`src/rtl/joy_pkg.sv`:
```
// Shared constants, state encoding and pattern encoder for the joystick
// answer arbiter and its per-player debounce front end.
package joy_pkg;

   localparam logic [2:0] JOY_NONE = 3'd0;
   localparam logic [2:0] JOY_1    = 3'd1;
   localparam logic [2:0] JOY_2    = 3'd2;
   localparam logic [2:0] JOY_3    = 3'd3;
   localparam logic [2:0] JOY_4    = 3'd4;

   localparam logic PLAYER_L = 1'b0;
   localparam logic PLAYER_R = 1'b1;

   typedef enum logic {
      ARMED  = 1'b0,
      LOCKED = 1'b1
   } arb_state_t;

   // Exactly one active-low key maps to a direction; anything else is "none".
   function automatic logic [2:0] joy_encode(input logic [3:0] pat);
      logic [2:0] c;
      case (pat)
         4'b1110: c = JOY_1;
         4'b1101: c = JOY_2;
         4'b1011: c = JOY_3;
         4'b0111: c = JOY_4;
         default: c = JOY_NONE;
      endcase
      return c;
   endfunction

endpackage

```
`src/rtl/joy_debounce.sv`:
```
// One joystick: 2-flop synchroniser, stability debounce, direction encode and
// a single-cycle press event on a 0 -> nonzero code transition.
module joy_debounce
   import joy_pkg::*;
#(
   parameter int unsigned DEBOUNCE_CYCLES = 50000,
   parameter int unsigned CNT_W           = 16
) (
   input  logic       clk,
   input  logic       rst_n,
   input  logic [3:0] joy_n,
   output logic [2:0] code,
   output logic       press
);

   localparam logic [CNT_W-1:0] CNT_MAX = CNT_W'(DEBOUNCE_CYCLES - 1);

   logic [3:0]       sync1;
   logic [3:0]       sync2;
   logic [3:0]       prev;
   logic [3:0]       stable;
   logic [CNT_W-1:0] cnt;
   logic [2:0]       code_d;

   // Synchronise, count consecutive unchanged samples, accept pattern once stable.
   always_ff @(posedge clk or negedge rst_n) begin
      if (!rst_n) begin
         sync1  <= '1;
         sync2  <= '1;
         prev   <= '1;
         stable <= '1;
         cnt    <= '0;
         code_d <= JOY_NONE;
      end else begin
         sync1  <= joy_n;
         sync2  <= sync1;
         prev   <= sync2;
         code_d <= code;
         if (sync2 != prev) begin
            cnt <= '0;
         end else begin
            if (cnt != CNT_MAX) begin
               cnt <= cnt + CNT_W'(1);
            end
            if (cnt == CNT_MAX) begin
               stable <= sync2;
            end
         end
      end
   end

   // Code follows the accepted pattern; a press is only a release-to-key edge.
   always_comb begin
      code  = joy_encode(stable);
      press = (code != JOY_NONE) && (code_d == JOY_NONE);
   end

endmodule

```
`src/rtl/joy_answer_arbiter.sv`:
```
// Two-player answer arbiter: first press wins, then locked until round_clr.
// Optional macro JOY_TIE_ROUND_ROBIN_EN alternates tie winner (left first);
// without it left always wins ties.
module joy_answer_arbiter
   import joy_pkg::*;
#(
   parameter int unsigned DEBOUNCE_CYCLES = 50000,
   parameter int unsigned CNT_W           = 16
) (
   input  logic       clk,
   input  logic       rst_n,
   input  logic [3:0] joy_l_n,
   input  logic [3:0] joy_r_n,
   input  logic       round_clr,
   output logic [2:0] joy_l_code,
   output logic [2:0] joy_r_code,
   output logic       ans_valid,
   output logic       ans_player,
   output logic [2:0] ans_code,
   output logic       locked
);

   logic       press_l;
   logic       press_r;
   arb_state_t state;
   arb_state_t state_nxt;
   logic       accept;
   logic       acc_player;
   logic [2:0] acc_code;
`ifdef JOY_TIE_ROUND_ROBIN_EN
   logic       ptr;
   logic       ptr_nxt;
`endif

   joy_debounce #(
      .DEBOUNCE_CYCLES(DEBOUNCE_CYCLES),
      .CNT_W          (CNT_W)
   ) u_deb_l (
      .clk  (clk),
      .rst_n(rst_n),
      .joy_n(joy_l_n),
      .code (joy_l_code),
      .press(press_l)
   );

   joy_debounce #(
      .DEBOUNCE_CYCLES(DEBOUNCE_CYCLES),
      .CNT_W          (CNT_W)
   ) u_deb_r (
      .clk  (clk),
      .rst_n(rst_n),
      .joy_n(joy_r_n),
      .code (joy_r_code),
      .press(press_r)
   );

   // Next state and accept decision; round_clr overrides any coincident press.
   always_comb begin
      state_nxt  = state;
      accept     = 1'b0;
      acc_player = PLAYER_L;
      acc_code   = JOY_NONE;
`ifdef JOY_TIE_ROUND_ROBIN_EN
      ptr_nxt    = ptr;
`endif
      if (round_clr) begin
         state_nxt = ARMED;
      end else if (state == ARMED && (press_l || press_r)) begin
         accept    = 1'b1;
         state_nxt = LOCKED;
         if (press_l && press_r) begin
`ifdef JOY_TIE_ROUND_ROBIN_EN
            acc_player = ptr;
            ptr_nxt    = ~ptr;
`else
            acc_player = PLAYER_L;
`endif
         end else begin
            acc_player = press_r ? PLAYER_R : PLAYER_L;
         end
         acc_code = (acc_player == PLAYER_R) ? joy_r_code : joy_l_code;
      end
   end

   // State and answer output registers.
   always_ff @(posedge clk or negedge rst_n) begin
      if (!rst_n) begin
         state      <= ARMED;
         ans_valid  <= 1'b0;
         ans_player <= PLAYER_L;
         ans_code   <= JOY_NONE;
      end else begin
         state     <= state_nxt;
         ans_valid <= accept;
         if (accept) begin
            ans_player <= acc_player;
            ans_code   <= acc_code;
         end
      end
   end

`ifdef JOY_TIE_ROUND_ROBIN_EN
   // Tie pointer, advanced only by ties actually resolved.
   always_ff @(posedge clk or negedge rst_n) begin
      if (!rst_n) begin
         ptr <= PLAYER_L;
      end else begin
         ptr <= ptr_nxt;
      end
   end
`endif

   // Locked whenever an answer has been taken this round.
   always_comb begin
      locked = (state == LOCKED);
   end

endmodule

```
`config.mk`:
```
export PLATFORM = sky130hd
export DESIGN_NAME = joy_answer_arbiter
export DESIGN_NICKNAME = d
export VERILOG_FILES = /design/src/rtl/joy_pkg.sv /design/src/rtl/joy_debounce.sv /design/src/rtl/joy_answer_arbiter.sv
export SDC_FILE = /design/constraint.sdc
export NUM_CORES = 1
export LEC_CHECK = 0
export CAP_MARGIN = 20
export CORE_ASPECT_RATIO = 0.6
export CORE_MARGIN = 5
export CORE_UTILIZATION = 25
export CTS_BUF_LIST = sky130_fd_sc_hd__clkbuf_4 sky130_fd_sc_hd__clkbuf_8
export DETAILED_ROUTE_END_ITERATION = 6
export HOLD_SLACK_MARGIN = 0.12
export PLACE_DENSITY = 0.5
export SYNTH_ARGS = -nofsm -noshare
export SYNTH_HDL_FRONTEND = slang
export SYNTH_SLANG_ARGS = --single-unit
```
`constraint.sdc`:
```
create_clock -name clk -period 2.1 [get_ports clk]
set_clock_uncertainty 0.05 [all_clocks]
set_input_delay 0.21 -clock clk [delete_from_list [all_inputs] [get_ports clk]]
set_output_delay 0.21 -clock clk [all_outputs]
set_load 0.01 [all_outputs]
```
**Yosys cells after proc, flatten, opt, wreduce, memory -nomap -nowiden**

Index checks and enable logic that the tools add are counted.

- Reductions and logical operators: 14
- $add $sub $neg: 2
- Bitwise operators: 3
- Equality and inequality tests: 14
- Muxes and demuxes: 19

Operator list:

| cell | count |
|---|---|
| $mux W16 | 4 |
| $add A16 B1 Y16 const B | 2 |
| $eq A16 B16 Y1 const B | 2 |
| $ne A16 B16 Y1 const B | 2 |
| $eq A4 B4 Y1 const B | 6 |
| $pmux W3 S4 | 2 |
| $mux W1 | 10 |
| $mux W3 | 3 |
| $eq A4 B3 Y1 const B | 2 |
| $ne A4 B4 Y1 | 2 |
| $logic_not A3 Y1 | 2 |
| $reduce_bool A2 Y1 | 3 |
| $reduce_bool A3 Y1 | 2 |
| $logic_and A1 B1 Y1 | 4 |
| $reduce_and A2 Y1 | 2 |
| $not A1 Y1 | 3 |
| $logic_or A1 B1 Y1 | 1 |

- Output and inout port bits: 12
- Word-level logic and storage cells: 68
- Register bits after elaboration: 76

**Longest topological paths before layout**

Gate-level depths: netlist (run 1).

- Depth after elaboration: 11
- Mapped depth: 5
- Depth with buffers taken out: 5

**Cells and area by module**

A second synthesis (run 1) with hierarchy kept.

- Cell total of the unflattened synthesis: 286
- Area total of the unflattened synthesis: 3299.4 sq um

By module, submodules not included:

| module | cells each | area an instance (sq um) | instances | seq. area each (sq um) |
|---|---|---|---|---|
| joy_debounce | 129 | 1510.2 | 2 | 895.9 |
| joy_answer_arbiter | 28 | 279.0 | 1 | 150.1 |

**Least setup slack after synthesis (run 1)**

OpenSTA, ideal clock, no wires.

- Path kind: register to register
- Start: register u_deb_l.cnt[12]
- End: register u_deb_l.stable[0]
- Required time: 1.968 ns
- Setup slack: 0.083 ns
- Setup time: 0.082 ns
- Stages on the path, launching flop included: 5
- Arrival time: 1.885 ns
- Clock period less this slack: 2.017 ns
- Path through: dfrtp_1 > or4b_4 > nor4_4 > and2b_4 > mux2_4

- Longest elaborated chain between the ends: 2

RTL lines:

| element | RTL line | RTL |
|---|---|---|
| from (decl) | joy_debounce.sv:22 | `logic [CNT_W-1:0] cnt;` |
| from (signal assigned) | joy_debounce.sv:43 | `cnt <= cnt + CNT_W'(1);` |
| $eq A16 B16 Y1 | joy_debounce.sv:45 | `if (cnt == CNT_MAX) begin` |
| $reduce_and A2 Y1 (no line) | - |  |
| to (signal assigned) | joy_debounce.sv:46 | `stable <= sync2;` |
| to (decl) | joy_debounce.sv:21 | `logic [3:0] stable;` |

No other way between the ends.
A chain may end at the register's enable or synchronous reset.

**Worst setup path in the final report (run 1)**

- Start: register u_deb_l.stable[2]
- End: output port joy_l_code[1]

- Longest elaborated chain between the ends: 2
- Elaborated cells on any way between the ends: 5

RTL lines:

| element | RTL line | RTL |
|---|---|---|
| $eq A4 B3 Y1 / $eq A4 B4 Y1 (equally long branches) | joy_pkg.sv:22 | `case (pat)` |
| $pmux W3 S4 (*) | joy_pkg.sv:22 |  |
| to (decl) | joy_answer_arbiter.sv:15 | `output logic [2:0] joy_l_code,` |

Mark *: on every way between the ends. The rest lies on a longest branch, timed or not.

==> summary.md, run 1 <==
| Metric | Value |
|---|---|
| Die Area | 15,800 um^2 |
| Main combinational cell family by area after synthesis | simple AND/OR/NAND/NOR gates |
| Final ANT Viol Nets | 0 |
| Final setup TNS | 0 ns |
| Async S/R FF share, synth | 100% |
| Area delta synth->final | 21.7% |
| Nets@finish | 334 |
| Crit path launch type | flop |
| Vias in the first global route | 2,166 |
| Most common cell in the netlist | dfrtp_1 |
| CP Capture Type | output pin |
| Post-synthesis sequential area ratio | 58.4% |
| YS warnings | 0 |
| Met3 routed WL | 315 um |
| Max layer used | met4 |
| Clock Power Share | 41.8% |
| Worst EP required | 1.84 ns |
| Clock sink total | 76 |
| Max-slew headroom | 63.6% |
| CTS Buf Count | 9 |
| H-tree Lvls | 3 |
| Final HPWL DP | 4670 um |
| RSZ-0062 raised after global routing | no |
| WP data arrival | 1.70 ns |
| First-pass GRT wire length | between 10,000 and 15,000 um |
| Commonest cells in the netlist | 44 x dfrtp_1, 32 x dfstp_2, 27 x nor2_1 |
| Die width | approximately 160 um |
| CP max stage delay | 0.58 ns |
| Fin crit share | 93.1% |
| Met1 Routed Length | 3670 um |
| Buf/Inv on CP | 2 |
| XOR/XNOR Fraction of Synth Area | 8.43% |
| Synth Instances | ~280 |
| PD cells | 687 nW/um^2 |
| Biggest area consumer among synthesized cells | dfrtp_1 |
| Initial antenna violation count | 0 |
| Global Route Usage Sum | 8.79% |
| Register share of total power | between 50% and 60% |
| Logic pwr share | 3.4% |
| Largest net degree at the start of global routing | 42 |
| DR iter-0 viols | 91 |
| Max cap viols | 0 |
| CP Cell Sequence | buf_4, xor2_1, and3_1, dlygate4sd2_1 |
| Cell Rows | 32 |
| Synth Area in Simple Gates | 20.2% |
| Metal2 WL | between 2000 and 2500 um |
| P_int | 2140 uW |
| Total Wirelength | 6490 um |
| Switch share | 22.9% |
| Synth Area in Adders | 0.753% |
| Syn_nets | 294 |
| Psw | 637 uW |
| Worst IR Drop VDD | between 0.2 and 0.3 mV |
| ANT cells | 0 |
| Compound-Gate Fraction of Synth Area | 7.00% |
| Final hold slack | 0.209 ns |
| Via count | 2,203 |
| Final min period | 1.96 ns |
| RePlAce Congestion | 0.792 |
| Root Buffer | clkbuf_8 |
| CTS tree | done |
| Post-synth top area share | 33.1% |
| Maximum clock path buffer count | 2 |
| Pins Over Slew Limit | 0 |
| IO Pins | 23 |
| Delay-heaviest family, CP | flip-flops |
| FMAX | 511 MHz |
| DR vias/cell | around 4.4 |
| Pre-Repair DR Iteration Count | 4 |
| Grt ovf | 0 |
| DR WL/cell | 13.1 um |
| Fin. Hold Viols | 0 |
| Mean Syn Cell Area | 11.8 um^2 |
| CP max stage cell | dfstp_2 |
| Layout cells sized above 1 | around 22% |
| Worst setup path class | reg2out |
| Status | completed |
| IO Port Bufs | 22 |
| Top FF cell, synth | dfrtp_1 |
| Final setup viols | 0 |
| Synthesized flop and latch total | 76 |
| Multiplexer share of the synthesized area | under 10% |
| Clock slew at reported path FFs | ~0.08 ns |
| Drt drc | 0 |
| Leak pwr | ~0.0016 uW |
| Syn Std Cell Area | 3320 um^2 |
| Worst slew pin tran | 0.533 ns |
| Worst-Skew Late Latency | approximately 0.35 ns |
| Core area | 12,900 um^2 |
| Top cells by area, synth | dfrtp_1 33%, dfstp_2 25%, xnor2_1 5.3%, xor2_1 3.2%, nor2_1 3.0% |
| Number of synthesized flops with an enable pin | 0 |
| Crit Path Max Fanout | 4 |
| Type of the worst min-delay path | in2reg |
| Distinct cells, synth | 54 |
| Starting Density | 25.7% |
| Die height | ~100 um |
==> final cells by class <==
cell class              count  area, um^2
clock inverters             6        70.1
well taps                 170         213
inverters                   7        26.3
multi-input cells         193        1340
flip-flops and latches     76        1940
repair buffers             34         319
clock buffers              10         138
fillers                  1291        8890
==> worst reg2reg max path, stage by stage, from the launching register on <==
cell,delay [ns]
dfrtp_1,0.44
or4b_4,0.56
nor4_4,0.26
and2b_4,0.24
mux2_4,0.30
==> power groups by stage <==
stage          Sequential, uW  Clock (uW)  Combinational [uW]
3_3_place_gp             1550           0                94.8
2_1_floorplan            1550           0                33.5
5_1_grt                  1530        1260                 109
3_5_place_dp             1550           0                96.7
4_1_cts                  1530        1200                98.4
6_report                 1520        1160                94.1
==> path summary, 6_finish.rpt <==
| path | startpoint | endpoint | slack [ns] | depth (start not counted) |
|---|---|---|---|---|
| setup reg to reg | u_deb_l.cnt[12] | u_deb_l.stable[2] | 0.18 | 4 |
| max in group asynchronous | rst_n | u_deb_r.prev[0] | 1.03 | 3 |
| min in group asynchronous | rst_n | u_deb_l.cnt[2] | 0.34 | 2 |
| hold reg to reg | u_deb_l.sync1[2] | u_deb_l.sync2[2] | 0.30 | 0 |
| hold / removal | joy_r_n[1] | u_deb_r.sync1[1] | 0.21 | 1 |
| setup / recovery | u_deb_l.stable[2] | joy_l_code[1] | 0.14 | 4 |
==> cell families after synthesis <==
group,Yosys count
and+or+nand+nor,113
buffers and inverters,12
AOI/OAI and AO/OA,36
DFF,76
xor gates and xnor gates,32
muxes,10
adders and majority gates,2
==> routing by layer <==
layer  track usage, %  vias up
met5                0        -
li1                 -     1093
met2             11.1       47
met4             2.75        0
met1             13.8     1057
met3             2.77        6
==> timing repair <==
item | in CTS | in global routing
hold endpoints to repair | 16 | 0
gates resized for setup | 6 | 1
endpoints found under the setup margin | 5 | 1
hold buffers | 1 | 0
setup buffers | 2 | 0
==> per-stage QoR <==
step                area (um^2)  utilization (%)  power, uW  cells  setup WS, ns
detailed placement         3810             29.5       1650    477         0.158
finish                     4050             31.3       2780    496         0.144
global route               4050             31.3       2900    496        0.0249
floorplan                  3320                -       1580    281        0.0825
CTS                        4040             31.3       2820    496        0.0225
global placement           3810             29.5       1650    477         0.193
==> layout by cell type (no fill, tap or decap), drive strengths merged, types with 12 or more instances in the layout <==
master,count
nand3,13
nand2,12
xnor2,20
dfstp,32
xor2,12
dfrtp,44
nor2,27
nand4,12
buf,12
clkdlybuf4s50,15
==> state kept, by name (all words and copies together), names as in the netlist <==
signal and cells:
u_deb_l.cnt 16, u_deb_l.stable 4, u_deb_l.sync2 4, u_deb_r.sync2 4, u_deb_r.code_d 3, ans_player 1
u_deb_l.prev 4, u_deb_r.stable 4, u_deb_r.prev 4, u_deb_l.sync1 4, ans_valid 1, ans_code 3
u_deb_r.cnt 16, u_deb_l.code_d 3, u_deb_r.sync1 4, locked 1
Power figures use the tool's default switching activity.
==> run 2, diff against run 1 <==
Settings changed: SETUP_SLACK_MARGIN set to 0.1.
==> run 2 against run 1 <==
Fmax rose by 0.96%. First-iteration DRC count increased by 89%. Combinational power fell by 0.7%.
==> summary.md, run 2 (synthesized netlist as in run 1, its figures left out) <==
| Metric | Value |
|---|---|
| Cell Rows | 32 |
| FMAX | 516 MHz |
| Maximum clock path buffer count | 2 |
| Placed instance area | 3810 um^2 |
| Fin. Hold Viols | 0 |
| Worst EP required | 2.33 ns |
| DR WL/cell | 13.5 um |
| Final ANT Viol Nets | 0 |
| CTS tree | done |
| Drt drc | 0 |
| Most frequent cells in the layout | 44 x dfrtp_1, 32 x dfstp_2, 27 x nor2_1 |
| Fin crit share | 92.3% |
| Crit Path Max Fanout | 5 |
| IO Port Bufs | 22 |
| Worst setup path class | reg2reg |
| Regs by FF count | u_deb_l.cnt: 16 flops, u_deb_r.cnt: 16 flops |
| # fillers | approximately 1,300 |
| Placed cells | 479 |
| Final min period | just under 2 ns |
| Global Route Usage Sum | 8.92% |
| Final HPWL DP | ~4700 um |
| Status | completed |
| Final setup margin | 0.163 ns |
| Cell area after layout | 4070 um^2 |
| Type of the worst min-delay path | in2reg |
| Area delta synth->final | 22.4% |
| Max-slew headroom | between 50% and 60% |
| CP Cell Sequence | or4bb_1, nor4_4, and2b_4, mux2_4 |
| Crit path launch type | flop |
| Delay-heaviest family, CP | simple AND/OR/NAND/NOR gates |
| Clock sink total | 76 |
| Total Wirelength | 6710 um |
| Die width | 159 um |
| Leak pwr | ~0.0017 uW |
| PD cells | 705 nW/um^2 |
| Core area | 12,900 um^2 |
| Buf/Inv on CP | 0 |
| CP max stage cell | or4bb_1 |
| Max cap viols | 0 |
| Largest net degree at the start of global routing | 53 |
| Die height | 99.3 um |
| Commonest non-fill, non-tap cell in the layout | dfrtp_1 |
| CTS Buf Count | 9 |
| Vias in the first global route | 2,144 |
| Die Area | 15,800 um^2 |
| Final Non-Filler Cells | 498 |
| Worst-Skew Late Latency | 0.35 ns |
| Pins Over Slew Limit | 0 |
| Layout cells sized above 1 | between 20 and 25% |
| Initial antenna violation count | 0 |
| IO Pins | 23 |
| Grt ovf | 0 |
| Worst slew pin tran | 0.685 ns |
| CP max stage delay | 0.59 ns |
| Starting Density | between 20% and 30% |
| ANT cells | 0 |
| WP data arrival | around 2.2 ns |
| Final setup viols | 0 |
| Root Buffer | clkbuf_8 |
| RePlAce Congestion | 0.778 |
| Final Power | about 2900 uW |
| RSZ-0062 raised after global routing | no |
| Clock slew at reported path FFs | roughly 0.080 ns |
| DR vias/cell | roughly 4.5 |
| H-tree Lvls | 3 |
| Pre-Repair DR Iteration Count | 4 |
| Worst IR Drop VDD | about 0.34 mV |
| DR iter-0 viols | 172 |
| First-pass GRT wire length | 11,400 um |
| Via count | 2,228 |
| Nets@finish | 336 |
| DP Worst Slack | a little under 0.2 ns |
| CP Capture Type | flop |
| Final setup TNS | 0 ns |
[run 2: layout make-up]
class,count,area [um^2],share of cell area [%]
Inverter,7,26.3,0.646
Multi-Input combinational cell,193,1350,33.1
Timing Repair Buffer,36,318,7.81
Sequential cell,76,1940,47.7
Tap cell,170,213,5.23
Clock inverter,5,85.1,2.09
Clock buffer,11,139,3.41
[run 2: report_power, final]
group	internal [uW]	total, uW	switching [uW]
Clock	702	1250	546
Sequential	1510	1530	17.7
Combinational	38.7	93.4	54.7
Total	2250	2870	619
[run 2: path summary, 6_finish.rpt]
kind / startpoint / end / slack (ns) / cells after the start
max: u_deb_l.cnt[13] / u_deb_l.stable[1] / 0.16 / 4
min: joy_l_n[0] / u_deb_l.sync1[0] / 0.21 / 1
max reg2reg: u_deb_l.cnt[13] / u_deb_l.stable[1] / 0.16 / 4
min reg2reg: u_deb_l.sync1[2] / u_deb_l.sync2[2] / 0.30 / 0
max in group asynchronous: rst_n / u_deb_l.sync2[3] / 0.89 / 3
min in group asynchronous: rst_n / u_deb_l.cnt[12] / 0.39 / 2
[run 2: routing by layer]
layer | vias to the layer above | share of wire (%) | GRT usage, % | wire length [um]
li1 | 1096 | - | - | -
met3 | 10 | 4.5 | 2.65 | 305
met1 | 1078 | 56 | 13.9 | 3770
met2 | 44 | 38 | 11.4 | 2540
met5 | - | 0 | 0 | 0
met4 | 0 | 1.4 | 3.15 | 97
[run 2: stage by stage]
stage                     util [%]  hold WS (ns)
after global routing          31.5         0.200
final                         31.5         0.211
after floorplan                  -        -0.136
after detailed placement      29.5         0.255
after global placement        29.5         0.252
after CTS                     31.4         0.198
[run 2: repair_timing]
action / in CTS / in global routing
pin swaps: 0 / 0
gates resized for setup: 6 / 2
setup buffers: 2 / 0
hold buffers: 1 / 0
hold endpoints to repair: 44 / 0
setup endpoints to repair: 6 / 5
